===== src/rtl/pdm_capture_controller.sv =====
// rtl/pdm_capture_controller.sv - PDM recording sequencer: deserializer gating, warm-up discard, sample RAM writes
module pdm_capture_controller #(
  parameter int DEPTH        = 1024,
  parameter int ADDR_WIDTH   = 10,
  parameter int WARMUP_WORDS = 4
) (
  input  logic                  clock_i,
  input  logic                  reset_n_i,
  input  logic                  start_i,
  input  logic                  stop_i,
  output logic                  deser_enable_o,
  input  logic                  word_done_i,
  input  logic [15:0]           word_data_i,
  output logic                  mem_we_o,
  output logic [ADDR_WIDTH-1:0] mem_addr_o,
  output logic [15:0]           mem_data_o,
  output logic                  busy_o,
  output logic                  done_o,
  output logic [ADDR_WIDTH:0]   sample_count_o
);

  localparam int CW = ADDR_WIDTH + 1;
  localparam logic [CW-1:0] LAST_WORD = CW'(DEPTH - 1);
  localparam logic [15:0]   WARM_LAST = 16'(WARMUP_WORDS - 1);

  typedef enum logic [1:0] {IDLE, WARMUP, CAPTURE, FINISH} state_t;

  localparam state_t FIRST_STATE = (WARMUP_WORDS == 0) ? CAPTURE : WARMUP;

  state_t                state_q, state_d;
  logic                  en_q, en_d;
  logic                  busy_q, busy_d;
  logic                  done_q, done_d;
  logic                  we_q, we_d;
  logic [ADDR_WIDTH-1:0] addr_q, addr_d;
  logic [15:0]           data_q, data_d;
  logic [CW-1:0]         wcnt_q, wcnt_d;
  logic [CW-1:0]         count_q, count_d;
  logic [15:0]           warm_q, warm_d;
  logic                  strobe;

  // The deserializer only produces meaningful strobes while it is enabled.
  assign strobe = word_done_i & en_q;

  always_ff @(posedge clock_i or negedge reset_n_i) begin
    if (!reset_n_i) begin
      state_q <= IDLE;
      en_q    <= 1'b0;
      busy_q  <= 1'b0;
      done_q  <= 1'b0;
      we_q    <= 1'b0;
      addr_q  <= '0;
      data_q  <= '0;
      wcnt_q  <= '0;
      count_q <= '0;
      warm_q  <= '0;
    end else begin
      state_q <= state_d;
      en_q    <= en_d;
      busy_q  <= busy_d;
      done_q  <= done_d;
      we_q    <= we_d;
      addr_q  <= addr_d;
      data_q  <= data_d;
      wcnt_q  <= wcnt_d;
      count_q <= count_d;
      warm_q  <= warm_d;
    end
  end

  always_comb begin
    state_d = state_q;
    en_d    = en_q;
    done_d  = 1'b0;
    we_d    = 1'b0;
    addr_d  = addr_q;
    data_d  = data_q;
    wcnt_d  = wcnt_q;
    count_d = count_q;
    warm_d  = warm_q;

    case (state_q)
      IDLE: begin
        en_d = 1'b0;
        if (start_i) begin
          state_d = FIRST_STATE;
          en_d    = 1'b1;
          wcnt_d  = '0;
          warm_d  = '0;
          count_d = '0;
        end
      end
      WARMUP: begin
        if (stop_i) begin
          state_d = FINISH;
          en_d    = 1'b0;
          done_d  = 1'b1;
          count_d = wcnt_q;
        end else if (strobe) begin
          warm_d = warm_q + 16'd1;
          if (warm_q == WARM_LAST) state_d = CAPTURE;
        end
      end
      CAPTURE: begin
        if (strobe) begin
          we_d   = 1'b1;
          addr_d = wcnt_q[ADDR_WIDTH-1:0];
          data_d = word_data_i;
          wcnt_d = wcnt_q + 1'b1;
          // Final address or a coincident stop: the write lands in FINISH.
          if (wcnt_q == LAST_WORD || stop_i) begin
            state_d = FINISH;
            en_d    = 1'b0;
            done_d  = 1'b1;
            count_d = wcnt_q + 1'b1;
          end
        end else if (stop_i) begin
          state_d = FINISH;
          en_d    = 1'b0;
          done_d  = 1'b1;
          count_d = wcnt_q;
        end
      end
      FINISH: begin
        en_d    = 1'b0;
        state_d = IDLE;
      end
      default: begin
        en_d    = 1'b0;
        state_d = IDLE;
      end
    endcase

    busy_d = (state_d != IDLE);
  end

  assign deser_enable_o = en_q;
  assign busy_o         = busy_q;
  assign done_o         = done_q;
  assign mem_we_o       = we_q;
  assign mem_addr_o     = addr_q;
  assign mem_data_o     = data_q;
  assign sample_count_o = count_q;

endmodule

===== config.mk =====
export PLATFORM = sky130hd
export DESIGN_NAME = pdm_capture_controller
export DESIGN_NICKNAME = d
export VERILOG_FILES = /design/src/rtl/pdm_capture_controller.sv
export SDC_FILE = /design/constraint.sdc
export NUM_CORES = 1
export LEC_CHECK = 0
export BUFFER_PORTS_ARGS = -buffer_cell sky130_fd_sc_hd__buf_2
export CAP_MARGIN = 40
export CORE_UTILIZATION = 28
export CTS_BUF_LIST = sky130_fd_sc_hd__clkbuf_4 sky130_fd_sc_hd__clkbuf_8 sky130_fd_sc_hd__clkbuf_16
export DETAILED_ROUTE_END_ITERATION = 7
export HOLD_SLACK_MARGIN = 0.02
export PLACE_DENSITY = 0.57
export SLEW_MARGIN = 20
export SYNTH_ARGS = -nofsm -noshare
export SYNTH_HDL_FRONTEND = slang
export SYNTH_SLANG_ARGS = --single-unit

===== constraint.sdc =====
create_clock -name clock_i -period 2.7 [get_ports clock_i]
set_input_delay 0.135 -clock clock_i [delete_from_list [all_inputs] [get_ports clock_i]]
set_output_delay 0.135 -clock clock_i [all_outputs]
set_load 0.01 [all_outputs]

==> flow_summary_export.csv <==
group,metric,value,unit
timing,fin_crit_sh,87.4,%
clock_tree,cts.sinks,70,
yosys,syn-num-nets,426,
grt,grt_max_degree,40,
yosys,synth_compound_area_share,12.7,%
yosys,synth_ff_type,"dfrtp_1",
yosys,netlist.area_leader.share,50.0,%
floorplan,boundaryPins,62,
timing,slew_headroom,54.0,%
yosys,syn_area,3500,sq um
clock_tree,cts_made_buffers,9,
floorplan,row_count,40,
timing,setup_viol,0,
routing,wire_per_inst,13.9,um
critical_path,start_kind,"flop",
yosys,netlist_top_cells_area,"dfrtp_1 50%, nand2_1 12%, o21ai_0 4.7%, nor2_1 3.4%, nand3_1 2.9%",
power,power_frac_seq,36.1,%
clock_tree,tritoncts,"built",
yosys,yosysWarnings,0,
timing,period_needed,2360,ps
yosys,synth.yosys.seq_area_share,50.0,%
power,power_density,804,nW/um^2
yosys,synthMuxAreaShare,1.72,%
yosys,synth_top_family_by_area,"simple AND/OR/NAND/NOR gates",
yosys,synth_cells,399,
power,p_comb_share,26.1,%
yosys,synth_simple_gate_area_share,26.2,%
finish,multi_input_area,1630,sq um
floorplan,start_util,28.9,%
finish,fill_cells,1281,
timing,skew,6.57,ps
finish,final_net_count,504,
floorplan,die_x,114,um
yosys,ys_types,47,
yosys,synth_edf_count,0,
placement,portBuffers,61,
hold_path,min_path_type,"in -> reg",
power,sw_frac_of_total,32.7,%
finish,fin_cells,650,
outcome,status,"completed",
floorplan,die_area,13000,sq um
critical_path,path_class,"reg -> reg",
routing,ant_nets,0,
grt,grt_pass1_vias,3078,
grt,gr-total-overflow,0,
routing,vias_per_cell,4.79,
critical_path,cp.required,2880,ps
clock_tree,path_clk_slew,60,ps
routing,routed_wl,9.03,mm
power,p_int,2450,uW
clock_tree,cts_resized,0,
clock_tree,cts.path.max_buffers,2,
power,clkPwrFrac,37.8,%
placement,dp_cells,616,
routing,via_count,3111,
yosys,yosysTopAreaCell,"dfrtp_1",
timing,worstMarginPinSlew,682,ps
critical_path,crit_fanout,9,
timing,fin_setup_tns,0,ps
timing,max_freq,424,MHz
placement,dp_hpwl,6.17,mm
routing,drc,0,
placement,gp_congestion,0.791,
routing,drt_iter0_markers,147,
yosys,ys_ff_latch,70,
critical_path,endpoint_kind,"flop",
critical_path,regToRegSetupSlack,340,ps
timing,slew_viol_final,0,
yosys,synthAdderAreaFrac,2.14,%
timing,rsz0062_at_grt,"no",
grt,grt_util_all_layers,15.0,%
grt,grt_pass1_wl,15.4,mm
yosys,synth.avg_cell_area,8.77,sq um
finish,antenna_cells,0,
timing,hold_viol,0,
critical_path,cp.arrival,2540,ps
power,p_sw,1190,uW
finish,area_growth_syn_to_layout,29.4,%
clock_tree,h-tree-depth,3,
clock_tree,clkLatencyLatePin,330,ps
clock_tree,cts_root_buf,"clkbuf_16",
routing,firstDrtPassIters,4,
finish,ff_latch_area,1750,sq um
floorplan,core-area,12100,sq um
floorplan,die_h,114,um
job,maxCapViolCount,0,
power,ir_worst_vdd,0.000358,V
yosys,ys_async_sr_fraction,100,%
grt,antenna_found_initial,0,
yosys,synth_xor_xnor_area_share,3.75,%
finish,drive_gt1_share,18.9,%
power,power.leakage,0.00221,uW
==> cells in the mapped netlist (7+ instances only) <==
library cell and number:
buf_2 10, nor2_1 32, nand3_1 20, nand2_1 109
inv_1 8, o21ai_0 33, xnor2_1 7, dfrtp_1 70
nor3_1 10, xor2_1 8, a21oi_1 11
==> critical path, stage by stage, from the launching register on <==
cell and delay [ps]:
dfrtp_1 480, inv_1 100, ha_1 300, a21boi_1 180
o21ai_0 560, o21ai_0 210, a221oi_1 270, o21ai_0 110
==> sequential cells by signal, summed over array words and instances, names as in the netlist <==
name            flops
mem_we_o            1
mem_data_o         16
wcnt_q             11
busy_o              1
deser_enable_o      1
sample_count_o     11
done_o              1
warm_q             16
state_q             2
mem_addr_o         10
==> kinds of logic (layout without fill, tap and decap cells) <==
kind of cell	Yosys count	after routing
AOI/OAI and AO/OA	70	70
xor gates and xnor gates	15	15
adders and majority gates	6	6
buffers and inverters	28	111
DFF	70	70
muxes	6	6
and+or+nand+nor	204	204
==> final cells by class <==
class	instances	area share, %
clock buffer	9	4.97
clock inverter	7	2.65
inverter	8	0.663
multi-input combinational	301	35.9
sequential	70	38.7
tap	168	4.64
timing repair buffer	87	12.5
==> power by group through the flow <==
stage / registers (uW) / logic [uW] / clock network [uW]
after floorplan: 1360 / 554 / 0
after global placement: 1330 / 907 / 0
after detailed placement: 1330 / 925 / 0
after CTS: 1320 / 947 / 1410
after global routing: 1340 / 1070 / 1460
final: 1310 / 949 / 1380
==> path summary, 6_finish.rpt <==
check,start,end,cells after the start
max,state_q[0],sample_count_o[3],7
min,start_i,deser_enable_o,3
max reg2reg,state_q[0],sample_count_o[3],7
min reg2reg,mem_addr_o[4],mem_addr_o[4],2
max in group asynchronous,reset_n_i,sample_count_o[1],3
min in group asynchronous,reset_n_i,done_o,2
==> cells in the final DEF, fill, tap and decap left out, drive strengths merged, types with 3 or more instances in the layout <==
| master | n |
|---|---|
| nand2 | 109 |
| dfrtp | 70 |
| buf | 69 |
| o21ai | 33 |
| nor2 | 32 |
| nand3 | 21 |
| dlygate4sd3 | 17 |
| a21oi | 11 |
| nor3 | 10 |
| clkbuf | 10 |
| inv | 9 |
| xor2 | 8 |
| xnor2 | 7 |
| o31ai | 6 |
| and3 | 6 |
| mux2i | 6 |
| ha | 6 |
| or3 | 5 |
| nor4 | 5 |
| nand4 | 4 |
| nand2b | 3 |
| o211ai | 3 |
| bufinv | 3 |
==> stage by stage <==
step                      total power [uW]  utilization, %  hold WS, ps  instance area (sq um)  setup WS [ps]
final                                 3640            37.4          174                   4530            341
after global routing                  3870            37.4          223                   4530            140
after CTS                             3670            37.4          183                   4520            328
after detailed placement              2260            33.1         34.9                   4010            392
after global placement                2230            32.9          294                   3990            445
after floorplan                       1910               -         -161                   3500            742
==> repair_timing <==
action,4_1_cts,5_1_grt
endpoints found under the hold margin,86,0
setup buffers,0,0
hold buffers,17,0
==> layer usage <==
metal / track usage, % / share of wire [%] / wire length, um
met5: 0 / 0 / 0
met1: 19.5 / 45 / 4080
met4: 5.54 / 1.5 / 138
met2: 24.4 / 49 / 4420
met3: 3.45 / 4.4 / 398
(Power assumes the default switching activity.)
